File: src/rtl/wb_arbiter_pkg.sv
// Shared writeback types: register address, data word and FIFO entry.
// Imported by the arbiter, its FIFO and the bus interface.
package wb_arbiter_pkg;

  localparam int XLEN = 32;

  typedef logic [4:0]      reg_addr_t;
  typedef logic [XLEN-1:0] xlen_t;

  typedef struct packed {
    reg_addr_t rd;
    xlen_t     data;
  } wb_entry_t;

endpackage

File: src/rtl/wb_arbiter_if.sv
// Writeback bus: ALU and memory result handshakes, regfile write port,
// and the hazard outputs seen by issue logic.
interface wb_arbiter_if;
  import wb_arbiter_pkg::*;

  logic        alu_valid;
  logic        alu_ready;
  reg_addr_t   alu_rd;
  xlen_t       alu_data;
  logic        mem_valid;
  logic        mem_ready;
  reg_addr_t   mem_rd;
  xlen_t       mem_data;
  logic        w_enable;
  reg_addr_t   w_addr;
  xlen_t       w_data;
  logic [31:0] pending;
  logic        waw_err;

  modport slave (
    input  alu_valid, alu_rd, alu_data,
    input  mem_valid, mem_rd, mem_data,
    output alu_ready, mem_ready,
    output w_enable, w_addr, w_data,
    output pending, waw_err
  );

  modport master (
    output alu_valid, alu_rd, alu_data,
    output mem_valid, mem_rd, mem_data,
    input  alu_ready, mem_ready,
    input  w_enable, w_addr, w_data,
    input  pending, waw_err
  );

endinterface

File: src/rtl/wb_arbiter_fifo.sv
// Memory-result FIFO; per-slot valid bits double as occupancy
// and let the arbiter build the pending mask.
module wb_fifo
  import wb_arbiter_pkg::*;
#(
  parameter int DEPTH = 4
) (
  input  logic       clk,
  input  logic       rst,
  input  logic       push,
  input  wb_entry_t  push_entry,
  input  logic       pop,
  output wb_entry_t  head,
  output logic       full,
  output logic       empty,
  output reg_addr_t  entry_rd [DEPTH],
  output logic [DEPTH-1:0] valid
);

  localparam int AW = $clog2(DEPTH);

  logic [AW-1:0]    wr_ptr_q, wr_ptr_d;
  logic [AW-1:0]    rd_ptr_q, rd_ptr_d;
  logic [DEPTH-1:0] valid_q, valid_d;
  wb_entry_t        mem_q [DEPTH];
  wb_entry_t        mem_d [DEPTH];

  assign full  = &valid_q;
  assign empty = ~|valid_q;
  assign head  = mem_q[rd_ptr_q];
  assign valid = valid_q;

  always_comb begin
    for (int i = 0; i < DEPTH; i++) begin
      entry_rd[i] = mem_q[i].rd;
    end
  end

  always_comb begin
    wr_ptr_d = wr_ptr_q;
    rd_ptr_d = rd_ptr_q;
    valid_d  = valid_q;
    mem_d    = mem_q;
    if (push && !full) begin
      mem_d[wr_ptr_q]   = push_entry;
      valid_d[wr_ptr_q] = 1'b1;
      wr_ptr_d          = wr_ptr_q + AW'(1);
    end
    if (pop && !empty) begin
      valid_d[rd_ptr_q] = 1'b0;
      rd_ptr_d          = rd_ptr_q + AW'(1);
    end
  end

  always_ff @(posedge clk) begin
    if (rst) begin
      wr_ptr_q <= '0;
      rd_ptr_q <= '0;
      valid_q  <= '0;
    end else begin
      wr_ptr_q <= wr_ptr_d;
      rd_ptr_q <= rd_ptr_d;
      valid_q  <= valid_d;
    end
  end

  // Payload needs no reset: valid_q gates every use.
  always_ff @(posedge clk) begin
    mem_q <= mem_d;
  end

endmodule

File: src/rtl/wb_arbiter.sv
// Writeback arbiter: ALU results take priority over buffered memory
// results until the starve counter forces a FIFO drain.
module wb_arbiter
  import wb_arbiter_pkg::*;
#(
  parameter int DEPTH      = 4,
  parameter int STARVE_MAX = 3
) (
  input logic        clk,
  input logic        rst,
  wb_arbiter_if.slave bus
);

  localparam int SW = $clog2(STARVE_MAX + 1);

  logic             fifo_full, fifo_empty;
  logic             fifo_pop, alu_gnt, force_drain;
  wb_entry_t        fifo_head, push_entry, win;
  reg_addr_t        entry_rd [DEPTH];
  logic [DEPTH-1:0] entry_vld;
  logic [31:0]      pending;

  logic [SW-1:0] starve_q, starve_d;
  logic          w_enable_q, w_enable_d;
  reg_addr_t     w_addr_q, w_addr_d;
  xlen_t         w_data_q, w_data_d;
  logic          waw_q, waw_d;

  assign push_entry = '{rd: bus.mem_rd, data: bus.mem_data};

  wb_fifo #(.DEPTH(DEPTH)) u_fifo (
    .clk        (clk),
    .rst        (rst),
    .push       (bus.mem_valid),
    .push_entry (push_entry),
    .pop        (fifo_pop),
    .head       (fifo_head),
    .full       (fifo_full),
    .empty      (fifo_empty),
    .entry_rd   (entry_rd),
    .valid      (entry_vld)
  );

  always_comb begin
    force_drain = !fifo_empty && (starve_q == SW'(STARVE_MAX));
    alu_gnt     = bus.alu_valid && !force_drain;
    fifo_pop    = !alu_gnt && !fifo_empty;
  end

  assign bus.alu_ready = !force_drain;
  assign bus.mem_ready = !fifo_full;

  always_comb begin
    starve_d = starve_q;
    if (fifo_empty || fifo_pop) begin
      starve_d = '0;
    end else if (alu_gnt && starve_q != SW'(STARVE_MAX)) begin
      starve_d = starve_q + SW'(1);
    end
  end

  // x0 results are consumed but never strobe the regfile.
  always_comb begin
    win        = alu_gnt ? '{rd: bus.alu_rd, data: bus.alu_data}
                         : fifo_head;
    w_enable_d = (alu_gnt || fifo_pop) && (win.rd != '0);
    w_addr_d   = w_addr_q;
    w_data_d   = w_data_q;
    if (w_enable_d) begin
      w_addr_d = win.rd;
      w_data_d = win.data;
    end
  end

  always_comb begin
    pending = '0;
    for (int i = 0; i < DEPTH; i++) begin
      if (entry_vld[i] && entry_rd[i] != '0) begin
        pending[entry_rd[i]] = 1'b1;
      end
    end
  end

  always_comb begin
    waw_d = waw_q;
    if (alu_gnt && bus.alu_rd != '0 && pending[bus.alu_rd]) begin
      waw_d = 1'b1;
    end
  end

  always_ff @(posedge clk) begin
    if (rst) begin
      starve_q   <= '0;
      w_enable_q <= 1'b0;
      w_addr_q   <= '0;
      w_data_q   <= '0;
      waw_q      <= 1'b0;
    end else begin
      starve_q   <= starve_d;
      w_enable_q <= w_enable_d;
      w_addr_q   <= w_addr_d;
      w_data_q   <= w_data_d;
      waw_q      <= waw_d;
    end
  end

  assign bus.w_enable = w_enable_q;
  assign bus.w_addr   = w_addr_q;
  assign bus.w_data   = w_data_q;
  assign bus.pending  = pending;
  assign bus.waw_err  = waw_q;

endmodule

File: src/flat_wrapper.sv
// flat-port wrapper written by rule: the top's interface ports become plain ports
module wb_arbiter_flat import wb_arbiter_pkg::*;
#(
  parameter int DEPTH      = 4,
  parameter int STARVE_MAX = 3
)
  (clk, rst, bus_alu_valid, bus_alu_rd, bus_alu_data, bus_mem_valid, bus_mem_rd, bus_mem_data, bus_alu_ready, bus_mem_ready, bus_w_enable, bus_w_addr, bus_w_data, bus_pending, bus_waw_err);
  wb_arbiter_if bus_i ();
  input logic clk;
  input logic rst;
  input wire logic [$bits(bus_i.alu_valid)-1:0] bus_alu_valid;
  input wire logic [$bits(bus_i.alu_rd)-1:0] bus_alu_rd;
  input wire logic [$bits(bus_i.alu_data)-1:0] bus_alu_data;
  input wire logic [$bits(bus_i.mem_valid)-1:0] bus_mem_valid;
  input wire logic [$bits(bus_i.mem_rd)-1:0] bus_mem_rd;
  input wire logic [$bits(bus_i.mem_data)-1:0] bus_mem_data;
  output wire logic [$bits(bus_i.alu_ready)-1:0] bus_alu_ready;
  output wire logic [$bits(bus_i.mem_ready)-1:0] bus_mem_ready;
  output wire logic [$bits(bus_i.w_enable)-1:0] bus_w_enable;
  output wire logic [$bits(bus_i.w_addr)-1:0] bus_w_addr;
  output wire logic [$bits(bus_i.w_data)-1:0] bus_w_data;
  output wire logic [$bits(bus_i.pending)-1:0] bus_pending;
  output wire logic [$bits(bus_i.waw_err)-1:0] bus_waw_err;
  assign bus_i.alu_valid = bus_alu_valid;
  assign bus_i.alu_rd = bus_alu_rd;
  assign bus_i.alu_data = bus_alu_data;
  assign bus_i.mem_valid = bus_mem_valid;
  assign bus_i.mem_rd = bus_mem_rd;
  assign bus_i.mem_data = bus_mem_data;
  assign bus_alu_ready = bus_i.alu_ready;
  assign bus_mem_ready = bus_i.mem_ready;
  assign bus_w_enable = bus_i.w_enable;
  assign bus_w_addr = bus_i.w_addr;
  assign bus_w_data = bus_i.w_data;
  assign bus_pending = bus_i.pending;
  assign bus_waw_err = bus_i.waw_err;
  wb_arbiter #(.DEPTH(DEPTH), .STARVE_MAX(STARVE_MAX)) u_core (.clk(clk), .rst(rst), .bus(bus_i));
endmodule
File: config.mk
export PLATFORM = sky130hd
export DESIGN_NAME = wb_arbiter_flat
export DESIGN_NICKNAME = d
export VERILOG_FILES = /design/src/rtl/wb_arbiter_pkg.sv /design/src/rtl/wb_arbiter_if.sv /design/src/rtl/wb_arbiter_fifo.sv /design/src/rtl/wb_arbiter.sv /design/src/flat_wrapper.sv
export SDC_FILE = /design/constraint.sdc
export NUM_CORES = 1
export LEC_CHECK = 0
export ABC_AREA = 1
export CORE_MARGIN = 8
export CORE_UTILIZATION = 58
export DETAILED_ROUTE_END_ITERATION = 7
export PLACE_DENSITY = 0.85
export SLEW_MARGIN = 15
export SYNTH_ARGS = -nofsm -noshare
export SYNTH_HDL_FRONTEND = slang
export SYNTH_SLANG_ARGS = --single-unit
File: constraint.sdc
create_clock -name clk -period 4.08 [get_ports clk]
set_clock_uncertainty 0.1 [all_clocks]
set_input_delay 0.612 -clock clk [delete_from_list [all_inputs] [get_ports clk]]
set_output_delay 0.612 -clock clk [all_outputs]
set_load 0.03 [all_outputs]
### After elaboration in Yosys (flattened, before gate mapping)

Cells that the tools add are included.

* $add $sub $neg: 3
* multipliers: 0
* divide/modulo/power cells: 0
* order comparisons: 16
* eq/ne operators: 2
* shifts and indexed selects: 0
* mux-type cells: 27
* bitwise gates (word level): 8
* reductions and logical operators: 35

Operator list (number)
* 148-bit bitwise mux: 1
* 37-bit 2-to-1 mux: 4
* 32-bit 2-to-1 mux: 4
* 32-bit OR: 3
* 37-bit binary-select mux with 2-bit select: 1
* 37-bit demux with 2-bit select: 1
* 5-bit by 6-bit less-than comparator with 1-bit output, second input constant: 5
* 5-bit nonzero test: 6
* 1-bit demux with 5-bit select: 4
* 5-bit by 1-bit greater-or-equal comparator with 1-bit output, second input constant: 4
* 1-bit logical AND: 20
* 4-bit 2-to-1 mux: 2
* 1-bit 2-to-1 mux: 7
* 2-bit by 1-bit adder with 2-bit output, second input constant: 3
* 3-bit greater-or-equal comparator, second input constant: 2
* 2-bit by 3-bit less-than comparator with 1-bit output, second input constant: 2
* 2-bit NOT with 3-bit output: 2
* 1-bit binary-select mux with 5-bit select: 1
* 4-bit AND: 1
* 1-bit demux with 2-bit select: 2
* 2-bit by 1-bit greater-or-equal comparator with 1-bit output, second input constant: 2
* 1-bit logical NOT: 4
* 4-bit NOT: 1
* 4-bit OR: 1
* 7 further kinds: 8

* bits in registers: 197
* latch bits: 0
* RAM bits: 0
* ROM bits: 0
* input port bits: 78
* output and inout bits: 73
* word-level logic and storage cells: 107
* memories: 0

### Logic depth before layout (Yosys ltp)

* depth after elaboration: 14
* gate-level depth with buffers: 15
* mapped depth without buffers: 15

### By module

A second synthesis with hierarchy kept.

* cells, all modules: 1084
* area, all modules: 9644.2 um^2

By module, submodules not included
* wb_fifo: times used 1, cells an instance 450, area each 6123.4 um^2, sequential area each 4604.4 um^2
* wb_arbiter: times used 1, cells an instance 634, area each 3520.9 um^2, sequential area each 820.8 um^2

### Worst setup path before layout

OpenSTA, ideal clock, no wires.

* path kind: flip-flop to flip-flop
* start: register u_core.u_fifo.valid_q[0], in the netlist u_core.u_fifo.valid[0]
* end: register u_core.u_fifo.valid_q[0], in the netlist u_core.u_fifo.valid[0]
* arrival time: 2.862 ns
* data required time: 3.902 ns
* slack: 1.040 ns
* stages on the path, launching flop included: 8
* path buffers: 0
* period minus slack after synthesis: 3.040 ns
* path through: dfxtp_1 -> inv_2 -> nor4_1 -> inv_1 -> nand2_1 -> nor2_1 -> o21ai_0 -> a31oi_1

RTL lines
* from (decl): line wb_arbiter_fifo.sv:24 `logic [DEPTH-1:0] valid_q, valid_d;`
* from (signal assigned): line wb_arbiter_fifo.sv:63 `valid_q <= valid_d;`
* 4-bit AND reduction (*): line wb_arbiter_fifo.sv:28 `assign full = &valid_q;`
* 1-bit logical NOT (*)
* named net bus_mem_ready: line flat_wrapper.sv:18 `output wire logic [$bits(bus_i.mem_ready)-1:0] bus_mem_ready;`
* 1-bit logical AND (*): line wb_arbiter_fifo.sv:44 `if (push && !full) begin`
* 4-bit 2-to-1 mux (*): line wb_arbiter_fifo.sv:44
* 4-bit AND (no line)
* 4-bit 2-to-1 mux (*): line wb_arbiter_fifo.sv:49 `if (pop && !empty) begin`

Mark *: on every way through the listed nets, which the timed path passes. The rest lies on a longest branch.
A chain may end at the register's enable or synchronous reset.

### Final worst setup path

* start: register u_core.u_fifo.mem_q, in the netlist u_core.u_fifo.entry_rd[2]
* end: output bus_pending[26]

* word-level cells in the longest chain between the ends: 6

Ends and longest elaborated chain
* from (decl): line wb_arbiter_fifo.sv:25 `wb_entry_t mem_q [DEPTH];`
* from (signal assigned): line wb_arbiter_fifo.sv:69 `mem_q <= mem_d;`
* 5-bit by 6-bit less-than comparator with 1-bit output (not written as such) or 5-bit by 1-bit greater-or-equal comparator with 1-bit output (tied branches): line wb_arbiter.sv:79 `pending[entry_rd[i]] = 1'b1;`
* 1-bit logical AND (not written as such): line wb_arbiter.sv:79
* 1-bit 2-to-1 mux (not written as such): line wb_arbiter.sv:79
* 1-bit demux with 5-bit select
* 32-bit OR (no line)
* 32-bit 2-to-1 mux (*): line wb_arbiter.sv:78 `if (entry_vld[i] && entry_rd[i] != '0) begin`
* to (decl): line flat_wrapper.sv:22 `output wire logic [$bits(bus_i.pending)-1:0] bus_pending;`

Every way passes the cells marked *; elsewhere a longest branch is shown, timed or not.

==> results.yml <==
logic_synthesis:
  synth_cell_types: 36
  yosysSeqAreaShare_pct: 56.55
  ys_warn_count: 0
  synth_fa_ha_area_share_pct: 1.174
  synth_top_family_by_area: "simple AND/OR/NAND/NOR gates"
  synth_xor_xnor_area_share_pct: 0.09130
  syn_area_per_cell_um2: 8.542
  synthCells: 1123
  synth_seq_cells: 197
  synth-compound-area-share_pct: 10.49
  syn_area_um2: 9593
  muxShareOfSynthArea_pct: 0
  syn-num-nets: 1210
  yosys.area_share.simple_pct: 25.84
worst_setup_path:
  rr_endpoint: "u_core.bus.w_data[12]$_SDFFE_PP0P_"
  cp_num_buf_inv: 2
  worst-path-stages: 5
  path_cells: "inv_1 > nand4_1 > or2_2 > nand3_1 > clkdlybuf4s50_1"
  crit_end: "bus_pending[26]"
  cp_max_fo: 8
  worstPathArrival_ps: 2620
  cp-end-kind: "output port"
  critPathKind: "reg2out"
  ff2ff_path_depth: 12
  reg2reg_slack_ps: 950
  r2r_start: "u_core.u_fifo.valid[2]$_SDFF_PP0_"
  critPathTopFamily: "buffers and inverters"
  slowest_delay_ps: 710
  startpoint: "u_core.u_fifo.entry_rd[2]$_DFFE_PP_"
  critPathLaunchType: "flip-flop"
  crit_required_ps: 3370
  cpMaxStageDelayCell: "clkdlybuf4s50_1"
cts:
  cts_resized: 0
  clockBufferDepth: 2
  cts_tree: "built"
  clk_pin_slew_worst_paths_ps: 70
  cts_hold_buf: 0
  post_cts_buffers: 0
  cts_max_level: 4
  numCtsBuffers: 17
  clock_latency_ps: 440
  cts_root_buf: "clkbuf_16"
  cts_sinks: 197
global_route:
  grt_max_degree: 67
  antenna_found_initial: 0
  gr-total-overflow: 0
  grt_pass1_vias: 8333
  grt_usage_pct: 27.92
  grt_pass1_wl_um: 43900
floorplanning:
  die_w_um: 144.6
  initial_core_util_pct: 58.68
  die-area_um2: 20910
  fp-row-count: 47
  core_um2: 16350
  die_y_um: 144.6
  top_level_ports: 151
detailed_routing:
  drcViolationCount: 0
  routed_wl_um: 28340
  wl_per_cell_um: 19.17
  wl_met1_um: 10940
  vias_per_cell: 5.756
  vias: 8507
  wl_met2_um: 13500
  ant_nets: 0
  first_pass_iters: 5
  first_iter_violations: 942
  wl_met3_um: 2239
  routed.top_layer: "met4"
cells_and_area:
  finalNetCount: 1332
  final_common_cell: "nor2_1"
  num_antenna_cells: 0
  syn_to_final_growth_pct: 22.51
  layout_common_cells: "nor2_1, nand2_1, clkdlybuf4s50_1"
  layout-drive-gt1-share_pct: 5.882
timing:
  period_share_pct: 81.66
  tightestPinTransition_ps: 1050
  finalWorstSetupSlack_ps: 748.3
  period_needed_ps: 3332
  setup_tns_ps: 0
  relSlewSlack_pct: 29.95
  rsz0062_at_grt: "no"
  finalHoldViolations: 0
  slew_viol_final: 0
  setup_viol: 0
  clock.fmax_mhz: 300.2
power:
  leakagePower_nw: 4.589
  ir_drop_mv: 0.3541
  power_density_nw_per_um2: 413.6
worst_hold_path:
  min_from: "u_core.bus.w_addr[0]$_SDFFE_PP0P_"
  min_path_type: "reg2reg"
place:
  pre_cts_ws_ps: 928.9
  io_buffers: 149
  dpl.hpwl_um: 19940
  globalplace.congestion: 0.9959
status:
  status: "complete, no violations"
flow_run:
  drv_cap: 0
## worst register-to-register path: stages, from the launching register on
cell and delay, ps:
dfxtp_1 600, inv_2 130, nand4_4 220, nand2_4 100, nand2_4 460, nand2_1 140
o21ai_1 130, nor2_1 90, nand3_2 80, nand2_2 170, inv_2 570, nor2_1 150
nor2_1 130
## routing by layer
metal  track usage (%)  vias to the layer above
met3             5.810                      101
met5                 0                        -
met2             45.39                      436
met1             32.89                     3951
li1                  -                     4019
met4             18.84                        0
## through the flow
step	cells	hold slack [ps]	power, W	utilization (%)	cell area [µm²]
global route	1478	403.7	0.005043	71.89	11750
floorplan	1123	390.3	0.002942	-	9593
detailed placement	1446	373.0	0.003307	68.41	11180
finish	1478	379.2	0.004860	71.89	11750
global placement	1446	369.7	0.003276	68.41	11180
CTS	1478	382.6	0.004873	71.89	11750
## cell usage after synthesis (all sizes together)
cell type,number,share of area (%)
edfxtp,148,46
buf,33,2.3
a311oi,1,0.091
nand4,20,1.5
inv,65,2.5
a31oi,5,0.48
conb,1,0.039
o22ai,32,2.1
xor2,1,0.091
nand3,64,3.4
clkinv,1,0.039
nor4,1,0.065
nor3,5,0.26
or2,6,0.39
o211ai,3,0.23
nor2,303,12
nand2,207,8.4
clkbuf,25,0.98
dfxtp,49,10
a21oi,25,1.3
o21ai,119,6.2
ha,9,1.2
## report_power, final
| group | switching [W] | internal [W] |
|---|---|---|
| registers | 0.0000798 | 0.00228 |
| logic | 0.000590 | 0.000325 |
| clock network | 0.000771 | 0.000810 |
## worst min-delay path by stage
stage | endpoint | cells past startpoint
5_1_grt | u_core.bus.w_addr[0]$_SDFFE_PP0P_ | 2
6_report | u_core.bus.w_addr[0]$_SDFFE_PP0P_ | 2
2_1_floorplan | u_core.u_fifo.wr_ptr_q[1]$_SDFFE_PP0P_ | 2
4_1_cts | u_core.bus.w_addr[0]$_SDFFE_PP0P_ | 2
3_3_place_gp | u_core.bus.w_data[22]$_SDFFE_PP0P_ | 2
3_5_place_dp | u_core.bus.w_addr[0]$_SDFFE_PP0P_ | 2
## state kept, by name (all words and copies together), names as in the netlist, 2 cells and up
register / count
u_core.u_fifo.rd_ptr_q: 2
u_core.starve_q: 2
u_core.u_fifo.entry_rd: 20
u_core.bus.w_addr: 5
u_core.bus.w_data: 32
u_core.u_fifo.mem_q: 128
u_core.u_fifo.wr_ptr_q: 2
u_core.u_fifo.valid: 4
## final cells by class
type                    count  area (µm²)
clock buffers              18       429.2
clock inverters            14       140.1
fillers                  1279        4596
inverters                  66       247.7
multi-input cells         802        3640
flip-flops and latches    197        5426
well taps                 220       275.3
repair buffers            161        1594
## cells by family after synthesis
logic type,Yosys count
adder cells (fa/ha/maj),9
other,1
AND/OR/NAND/NOR,606
buffers and inverters,124
AO/OA/AOI/OAI,185
XOR/XNOR,1
flip-flops,197
Note: power is estimated with default switching activity, not from simulation.
